$ cat src/rtl/latch_dump_sequencer_pkg.sv
// Shared debug-unit definitions: dump FSM states, word geometry, latch-mux sizing.
// Latency: n/a (types and constants only).
// Backpressure: n/a.
// Contents: dumpState_t (3-bit, IDLE=0), BYTES_PER_WORD, DBG_N_LATCH, DBG_SEL_W, topByte().
package latch_dump_sequencer_pkg;

  localparam int BYTES_PER_WORD = 4;
  // The debug unit and the latch mux are built from these same two numbers.
  localparam int DBG_N_LATCH    = 40;
  localparam int DBG_SEL_W      = 7;

  typedef enum logic [2:0] {
    IDLE   = 3'd0,
    SETTLE = 3'd1,
    LOAD   = 3'd2,
    SEND   = 3'd3,
    WAIT   = 3'd4,
    DONE   = 3'd5
  } dumpState_t;

  // Words leave MSB-first, so the byte on the wire is always the top of the shifter.
  function automatic logic [7:0] topByte(input logic [31:0] word);
    return word[31:24];
  endfunction

endpackage

$ cat src/rtl/latch_dump_sequencer_if.sv
// Bundles the dump sequencer's command, latch-mux and UART-TX signals.
// Latency: n/a (wires only).
// Backpressure: tx_start/tx_done pulse pair; sequencer holds tx_data until tx_done.
// Ports: start, abort, latch_data, tx_done -> sequencer; sel, tx_start, tx_data,
//        stop_pipe, busy, done <- sequencer. master = sequencer side, slave = environment.
interface latch_dump_sequencer_if
  import latch_dump_sequencer_pkg::*;
#(
  parameter int SEL_W = DBG_SEL_W
);

  logic             start;
  logic             abort;
  logic [31:0]      latch_data;
  logic             tx_done;
  logic [SEL_W-1:0] sel;
  logic             tx_start;
  logic [7:0]       tx_data;
  logic             stop_pipe;
  logic             busy;
  logic             done;

  modport master (
    input  start, abort, latch_data, tx_done,
    output sel, tx_start, tx_data, stop_pipe, busy, done
  );

  modport slave (
    output start, abort, latch_data, tx_done,
    input  sel, tx_start, tx_data, stop_pipe, busy, done
  );

endinterface

$ cat src/rtl/latch_dump_sequencer.sv
// Freezes the pipeline and streams every latch word MSB-first as 4 UART bytes.
// Latency: first tx_start SETTLE_CYC+2 cycles after start; next byte 1 cycle after tx_done.
// Backpressure: waits indefinitely in WAIT for tx_done, holding tx_data, sel and stop_pipe.
// Ports: clk, rst (async, active-high); dbg (master modport): start/abort commands,
//        latch_data/sel to the latch mux, tx_start/tx_data/tx_done to UART TX, stop_pipe/busy/done status.
module latch_dump_sequencer
  import latch_dump_sequencer_pkg::*;
#(
  parameter int N_LATCH    = DBG_N_LATCH,  // 1..2**SEL_W
  parameter int SEL_W      = DBG_SEL_W,
  parameter int SETTLE_CYC = 2             // >= 1: registered mux latency + 1
) (
  input  logic                  clk,
  input  logic                  rst,
  latch_dump_sequencer_if.master dbg
);

  localparam int               CNT_W       = (SETTLE_CYC > 1) ? $clog2(SETTLE_CYC) : 1;
  localparam logic [CNT_W-1:0] SETTLE_LAST = CNT_W'(SETTLE_CYC - 1);
  localparam logic [SEL_W-1:0] SEL_LAST    = SEL_W'(N_LATCH - 1);
  localparam logic [1:0]       BYTE_LAST   = 2'(BYTES_PER_WORD - 1);

  dumpState_t       state;
  dumpState_t       nextState;
  logic [CNT_W-1:0] settleCnt;
  logic [1:0]       byteCnt;
  logic [31:0]      shiftReg;
  logic [31:0]      shiftNext;

  // Registered outputs and their next values.
  logic [SEL_W-1:0] selQ,      selNext;
  logic             txStartQ,  txStartNext;
  logic [7:0]       txDataQ,   txDataNext;
  logic             busyQ,     busyNext;
  logic             doneQ,     doneNext;

  // ---------------------------------------------------------------- state register
  always_ff @(posedge clk or posedge rst) begin
    if (rst) begin
      state <= IDLE;
    end else begin
      state <= nextState;
    end
  end

  // ---------------------------------------------------------------- next state
  always_comb begin
    nextState = state;
    if (dbg.abort) begin
      // Abort beats everything, including a tx_done that would finish the dump.
      nextState = IDLE;
    end else begin
      case (state)
        IDLE:    if (dbg.start) nextState = SETTLE;
        SETTLE:  if (settleCnt == SETTLE_LAST) nextState = LOAD;
        LOAD:    nextState = SEND;
        SEND:    nextState = WAIT;
        WAIT: begin
          if (dbg.tx_done) begin
            if (byteCnt != BYTE_LAST)  nextState = SEND;
            else if (selQ == SEL_LAST) nextState = DONE;
            else                       nextState = SETTLE;
          end
        end
        DONE:    nextState = IDLE;
        default: nextState = IDLE;
      endcase
    end
  end

  // ---------------------------------------------------------------- outputs
  // Outputs are computed from nextState and registered, so each one lines up
  // with the state it belongs to rather than lagging it by a cycle.
  always_comb begin
    shiftNext   = shiftReg;
    selNext     = selQ;
    txDataNext  = txDataQ;
    txStartNext = (nextState == SEND);
    busyNext    = (nextState != IDLE);
    doneNext    = (nextState == DONE);

    if (state == LOAD && nextState == SEND) begin
      shiftNext = dbg.latch_data;
    end else if (state == WAIT && nextState == SEND) begin
      shiftNext = {shiftReg[23:0], 8'h00};
    end

    if (nextState == SEND) begin
      txDataNext = topByte(shiftNext);
    end

    if (nextState == IDLE) begin
      selNext = '0;
    end else if (state == WAIT && nextState == SETTLE) begin
      selNext = selQ + 1'b1;
    end
  end

  // ---------------------------------------------------------------- datapath
  always_ff @(posedge clk or posedge rst) begin
    if (rst) begin
      settleCnt <= '0;
      byteCnt   <= '0;
      shiftReg  <= '0;
      selQ      <= '0;
      txStartQ  <= 1'b0;
      txDataQ   <= 8'h00;
      busyQ     <= 1'b0;
      doneQ     <= 1'b0;
    end else begin
      // Counter restarts on every entry to SETTLE so each new sel gets the full settle time.
      if (nextState == SETTLE && state != SETTLE) begin
        settleCnt <= '0;
      end else if (state == SETTLE) begin
        settleCnt <= settleCnt + 1'b1;
      end

      if (nextState == SETTLE || nextState == IDLE) begin
        byteCnt <= '0;
      end else if (state == WAIT && nextState == SEND) begin
        byteCnt <= byteCnt + 1'b1;
      end

      shiftReg <= shiftNext;
      selQ     <= selNext;
      txStartQ <= txStartNext;
      txDataQ  <= txDataNext;
      busyQ    <= busyNext;
      doneQ    <= doneNext;
    end
  end

  assign dbg.sel       = selQ;
  assign dbg.tx_start  = txStartQ;
  assign dbg.tx_data   = txDataQ;
  assign dbg.stop_pipe = busyQ;
  assign dbg.busy      = busyQ;
  assign dbg.done      = doneQ;

endmodule

$ cat src/flat_wrapper.sv
// flat-port wrapper written by rule: the top's interface ports become plain ports
module latch_dump_sequencer_flat import latch_dump_sequencer_pkg::*;
#(
  parameter int N_LATCH    = DBG_N_LATCH,                
  parameter int SEL_W      = DBG_SEL_W,
  parameter int SETTLE_CYC = 2                                                
)
  (clk, rst, dbg_start, dbg_abort, dbg_latch_data, dbg_tx_done, dbg_sel, dbg_tx_start, dbg_tx_data, dbg_stop_pipe, dbg_busy, dbg_done);
  latch_dump_sequencer_if #(.SEL_W(SEL_W)) dbg_i ();
  input  logic clk;
  input  logic rst;
  input wire logic [$bits(dbg_i.start)-1:0] dbg_start;
  input wire logic [$bits(dbg_i.abort)-1:0] dbg_abort;
  input wire logic [$bits(dbg_i.latch_data)-1:0] dbg_latch_data;
  input wire logic [$bits(dbg_i.tx_done)-1:0] dbg_tx_done;
  output wire logic [$bits(dbg_i.sel)-1:0] dbg_sel;
  output wire logic [$bits(dbg_i.tx_start)-1:0] dbg_tx_start;
  output wire logic [$bits(dbg_i.tx_data)-1:0] dbg_tx_data;
  output wire logic [$bits(dbg_i.stop_pipe)-1:0] dbg_stop_pipe;
  output wire logic [$bits(dbg_i.busy)-1:0] dbg_busy;
  output wire logic [$bits(dbg_i.done)-1:0] dbg_done;
  assign dbg_i.start = dbg_start;
  assign dbg_i.abort = dbg_abort;
  assign dbg_i.latch_data = dbg_latch_data;
  assign dbg_i.tx_done = dbg_tx_done;
  assign dbg_sel = dbg_i.sel;
  assign dbg_tx_start = dbg_i.tx_start;
  assign dbg_tx_data = dbg_i.tx_data;
  assign dbg_stop_pipe = dbg_i.stop_pipe;
  assign dbg_busy = dbg_i.busy;
  assign dbg_done = dbg_i.done;
  latch_dump_sequencer #(.N_LATCH(N_LATCH), .SEL_W(SEL_W), .SETTLE_CYC(SETTLE_CYC)) u_core (.clk(clk), .rst(rst), .dbg(dbg_i));
endmodule
$ cat config.mk
export PLATFORM = sky130hd
export DESIGN_NAME = latch_dump_sequencer_flat
export DESIGN_NICKNAME = d
export VERILOG_FILES = /design/src/rtl/latch_dump_sequencer_pkg.sv /design/src/rtl/latch_dump_sequencer_if.sv /design/src/rtl/latch_dump_sequencer.sv /design/src/flat_wrapper.sv
export SDC_FILE = /design/constraint.sdc
export NUM_CORES = 1
export LEC_CHECK = 0
export CAP_MARGIN = 20
export CORE_UTILIZATION = 45
export DETAILED_ROUTE_END_ITERATION = 12
export GPL_TIMING_DRIVEN = 0
export HOLD_SLACK_MARGIN = 0.02
export PLACE_DENSITY_LB_ADDON = 0.12
export SKIP_LAST_GASP = 1
export SLEW_MARGIN = 15
export SYNTH_ARGS = -nofsm -noshare
export SYNTH_HDL_FRONTEND = slang
export SYNTH_SLANG_ARGS = --single-unit
$ cat constraint.sdc
create_clock -name clk -period 3.6 [get_ports clk]
set_input_delay 0.36 -clock clk [delete_from_list [all_inputs] [get_ports clk]]
set_output_delay 0.36 -clock clk [all_outputs]
set_load 0.1 [all_outputs]
==> impl.org <==
** Run status
- Result of the run :: complete, no violations

** Yosys
- Number of distinct standard cells referenced by the synthesized netlist :: 44
- The Yosys step of the flow raised 0 warnings.
- Post-synthesis instance total :: 221
- Proportion of register bits with asynchronous set or reset after synthesis :: 100%
- Synth top area cells :: dfrtp_1, a222oi_1, mux2i_1, nor2_1, nand2_1
- Library cell with the highest instance count after synthesis :: dfrtp_1
- After Yosys synthesis, full adders, half adders and majority gates account for 0.981% of the synthesized area.
- Synth top area share :: 55.0%
- Counting instances in the post-synthesis netlist gives the leading cell types as dfrtp_1, nor2_1, nand2_1, inv_1, a222oi_1.
- Average instance area after synthesis :: 11.5 sq um
- The largest total area in the synthesized netlist belongs to dfrtp_1.
- Of the total synthesized cell area, the portion taken by AND, OR, NAND and NOR gates is 13.9%.
- Cell area after synthesis :: 2550 sq um
- Seq/Total Area, Yosys :: 55.0%
- By area, the combinational part of the netlist is dominated by compound AO/OA/AOI/OAI gates.
- For this run, the leading register cell type out of synthesis is dfrtp_1.
- Area share of xor/xnor cells in the synthesized design :: 1.03%
- Synthesis inferred 56 register bits.
- Post-synthesis net count :: 260
- Summing the areas of all compound-gate instances in the mapped netlist gives 14.6% of the synthesized area.
- Number of flops mapped to enable cells by yosys :: 0
- Multiplexer fraction of the synthesized cell area :: 7.65%

** Floorplan
- In this run the core area contains 27 standard-cell rows.
- During I/O placement, the number of pins put on the boundary was 56.
- In this run the horizontal extent of the chip is 77.3 um.
- Die span in y :: 77.3 um
- In this run the standard cell core region covers 5470 sq um.
- Floorplan die area :: 5970 sq um
- Initial core utilization :: 46.6%

** Detailed routing
- Remaining number of nets flagged by the antenna check after routing :: 0
- Detailed-route DRC error count :: 0
- Average detailed-routed wire length per instance :: 14.7 um
- In this run, the number of DRC markers left after iteration 0 of detailed routing was 178.
- Mean number of vias per cell :: 5.36
- Total Wirelength :: 5220 um
- Length of the first detailed-routing pass in iterations :: 4
- Count of vias placed by the detailed router :: 1904

** Placement
- Once placement finished, the instance area stood at 3190 sq um.
- Routability-driven placement finished with a final weighted congestion of 0.737.
- Total half-perimeter wirelength after legalization and detailed placement :: 3660 um
- The number of placed instances, taps included, is 348.
- Buffers placed on the I/O ports in this run total 55.

** Cells and area
- Synth-to-layout area growth :: 28.3%
- For this run, the post-layout net count is 322.
- Number of antenna repair diodes :: 0
- Post-layout util :: 59.8%
- Post-route insts no fill :: 355
- In the final layout, the share of cells above drive strength 1 is 10.6%.
- Count of fill cells added during filler insertion :: 493
- Area of all placed cells without fillers :: 3270 sq um

** Clock network
- Post-CTS repair changed the size of 0 cells.
- CTS Hold Buffers Added :: 0
- CTS Root Buffer Type :: clkbuf_8
- Worst skew pair latency :: 310 ps
- No sink is reached through more buffers than the 2 on the longest clock path.
- After clock tree synthesis, the clock-pin slew on the worst setup and hold paths is 90 ps.
- TritonCTS built the clock tree.
- TritonCTS created 5 clock buffers.
- Clock tree synthesis found a total of 56 sinks.
- After clock tree synthesis, the setup repair step added 0 buffers.
- The H-tree generated during clock tree synthesis spans 2 levels.

** Global route
- The total overflow left after global routing is 0.
- Maximum number of pins on one net before global-route repair :: 57
- The number of global-route vias before repair is 1849.
- GRT Resource Usage Total :: 19.6%
- Global routing consumed, on the met1 layer, 28.4% of the routing resources.
- Initial antenna violation count :: 0
- Wire length of the first global-routing pass :: 9000 um
- Most utilized layer in the global route result :: met2
- Met2 Use GR :: 28.8%
- GRT met3 Usage :: 4.52%

** Pwr
- In this run the static leakage power is 1.46 nW.
- Across the VDD grid, the largest voltage drop is 0.334 mV.
- Pwr Density :: 657 nW/um^2

** Run
- Number of max-cap violations :: 0

** STA
- The number of hold violations in the final report was 0.
- Transition time at the pin with the least slew margin :: 975 ps
- Clock skew after layout :: 5.56 ps
- Time the final worst path needs with I/O delays and setup :: 2370 ps
- Maximum operating frequency :: 0.423 GHz
- Final hold slack :: 502 ps
- The final critical path takes up 65.7% of the cycle.
- Setup repair after global routing missed its margin :: false
- Number of max-slew violations in the final report :: 0
- Slew HR :: 34.8%
- Setup violators final :: 0
- Adding up every negative setup slack in the final design gives 0 ps.

** Critical path
- STA classifies the critical path endpoint as a flop.
- Cell count of the worst reg-to-reg path :: 7
- The worst setup path is of the reg2reg kind.
- Arrival time of the worst setup path :: 2530 ps
- Of all nets on the critical path, the largest fanout is 9.
- Sort of element at the start of the critical path :: flop
- Data required, critical path :: 3770 ps

** Worst hold path
- The worst hold path belongs to the class in2async.
## placed cells by master, fill, tap and decap left out, types with 3 or more instances in the layout
cell             count
a21oi_1              7
nand2b_1             4
or3_1                3
o21ai_0              9
inv_1               13
mux2_2               4
o21ai_1              4
o22ai_1              5
buf_6                5
clkbuf_1             5
dfrtp_1             56
mux2_4               4
clkdlybuf4s50_1     55
clkbuf_8             6
a22o_1               7
a222oi_1            10
nor2_1              20
nand4_1              4
nand2_1             19
mux2i_1              9
## stage by stage
step / power (mW) / setup slack (ps)
floorplan: 1.61 / 1130
global placement: 1.82 / 793
detailed placement: 1.84 / 1200
CTS: 2.17 / 1210
global route: 2.27 / 965
finish: 2.15 / 1230
## report_power, final
part | internal (mW) | total [mW] | switching (mW)
Sequential | 0.841 | 0.961 | 0.120
Combinational | 0.317 | 0.865 | 0.547
Clock | 0.133 | 0.325 | 0.192
## sequential cells by signal, summed over array words and instances, names as in the netlist
signal and flops:
u_core.shiftReg 32, u_core.dbg.tx_data 8, u_core.dbg.sel 7, u_core.state 3, u_core.byteCnt 2, u_core.dbg.busy 1, u_core.dbg.done 1, u_core.dbg.tx_start 1
u_core.settleCnt 1
## worst max-delay path: stages (launching register included)
cell and delay [ps]:
dfrtp_1 490, nor2_1 90, and2_1 160, clkbuf_1 190, a31oi_4 320, nor2_1 120, nor3_1 740, nor2_1 110
## final cells by class
| type | count | area [sq um] | area share, % |
|---|---|---|---|
| Inverter | 15 | 66.3 | 2.03 |
| Sequential cell | 56 | 1400 | 42.8 |
| Multi-Input combinational cell | 137 | 973 | 29.8 |
| Tap cell | 72 | 90.1 | 2.75 |
| Buffer | 13 | 111 | 3.40 |
| Timing Repair Buffer | 55 | 551 | 16.8 |
| Clock inverter | 1 | 5.00 | 0.153 |
| Clock buffer | 6 | 72.6 | 2.22 |
## cell families (layout without fill, tap and decap cells)
kind of cell / count (synthesis) / count (layout)
flip-flops: 56 / 56
adder cells (fa/ha/maj): 2 / 2
multiplexers: 17 / 17
buffers and inverters: 28 / 90
AND/OR/NAND/NOR: 66 / 66
AO/OA/AOI/OAI: 49 / 49
XOR/XNOR: 3 / 3
## final timing paths
path                                                startpoint                                 to  slack, ps
worst min-delay path                                       rst       u_core.settleCnt$_DFFE_PP0P_        500
worst max register to register       u_core.state[1]$_DFF_PP0_      u_core.dbg.sel[2]$_DFFE_PP0P_       1230
worst max-delay path                 u_core.state[1]$_DFF_PP0_      u_core.dbg.sel[2]$_DFFE_PP0P_       1230
min in group clk                u_core.shiftReg[4]$_DFFE_PP0P_    u_core.shiftReg[12]$_DFFE_PP0P_        500
worst min register to register  u_core.shiftReg[4]$_DFFE_PP0P_    u_core.shiftReg[12]$_DFFE_PP0P_        500
max in group asynchronous                                  rst  u_core.dbg.tx_data[1]$_DFFE_PP0N_       2650
## metal layers
| layer | up-vias | routed length [um] |
|---|---|---|
| li1 | 921 | - |
| met1 | 922 | 2640 |
| met2 | 53 | 2270 |
| met3 | 8 | 232 |
| met4 | 0 | 81 |
| met5 | - | 0 |
Power figures use the tool's default switching activity.
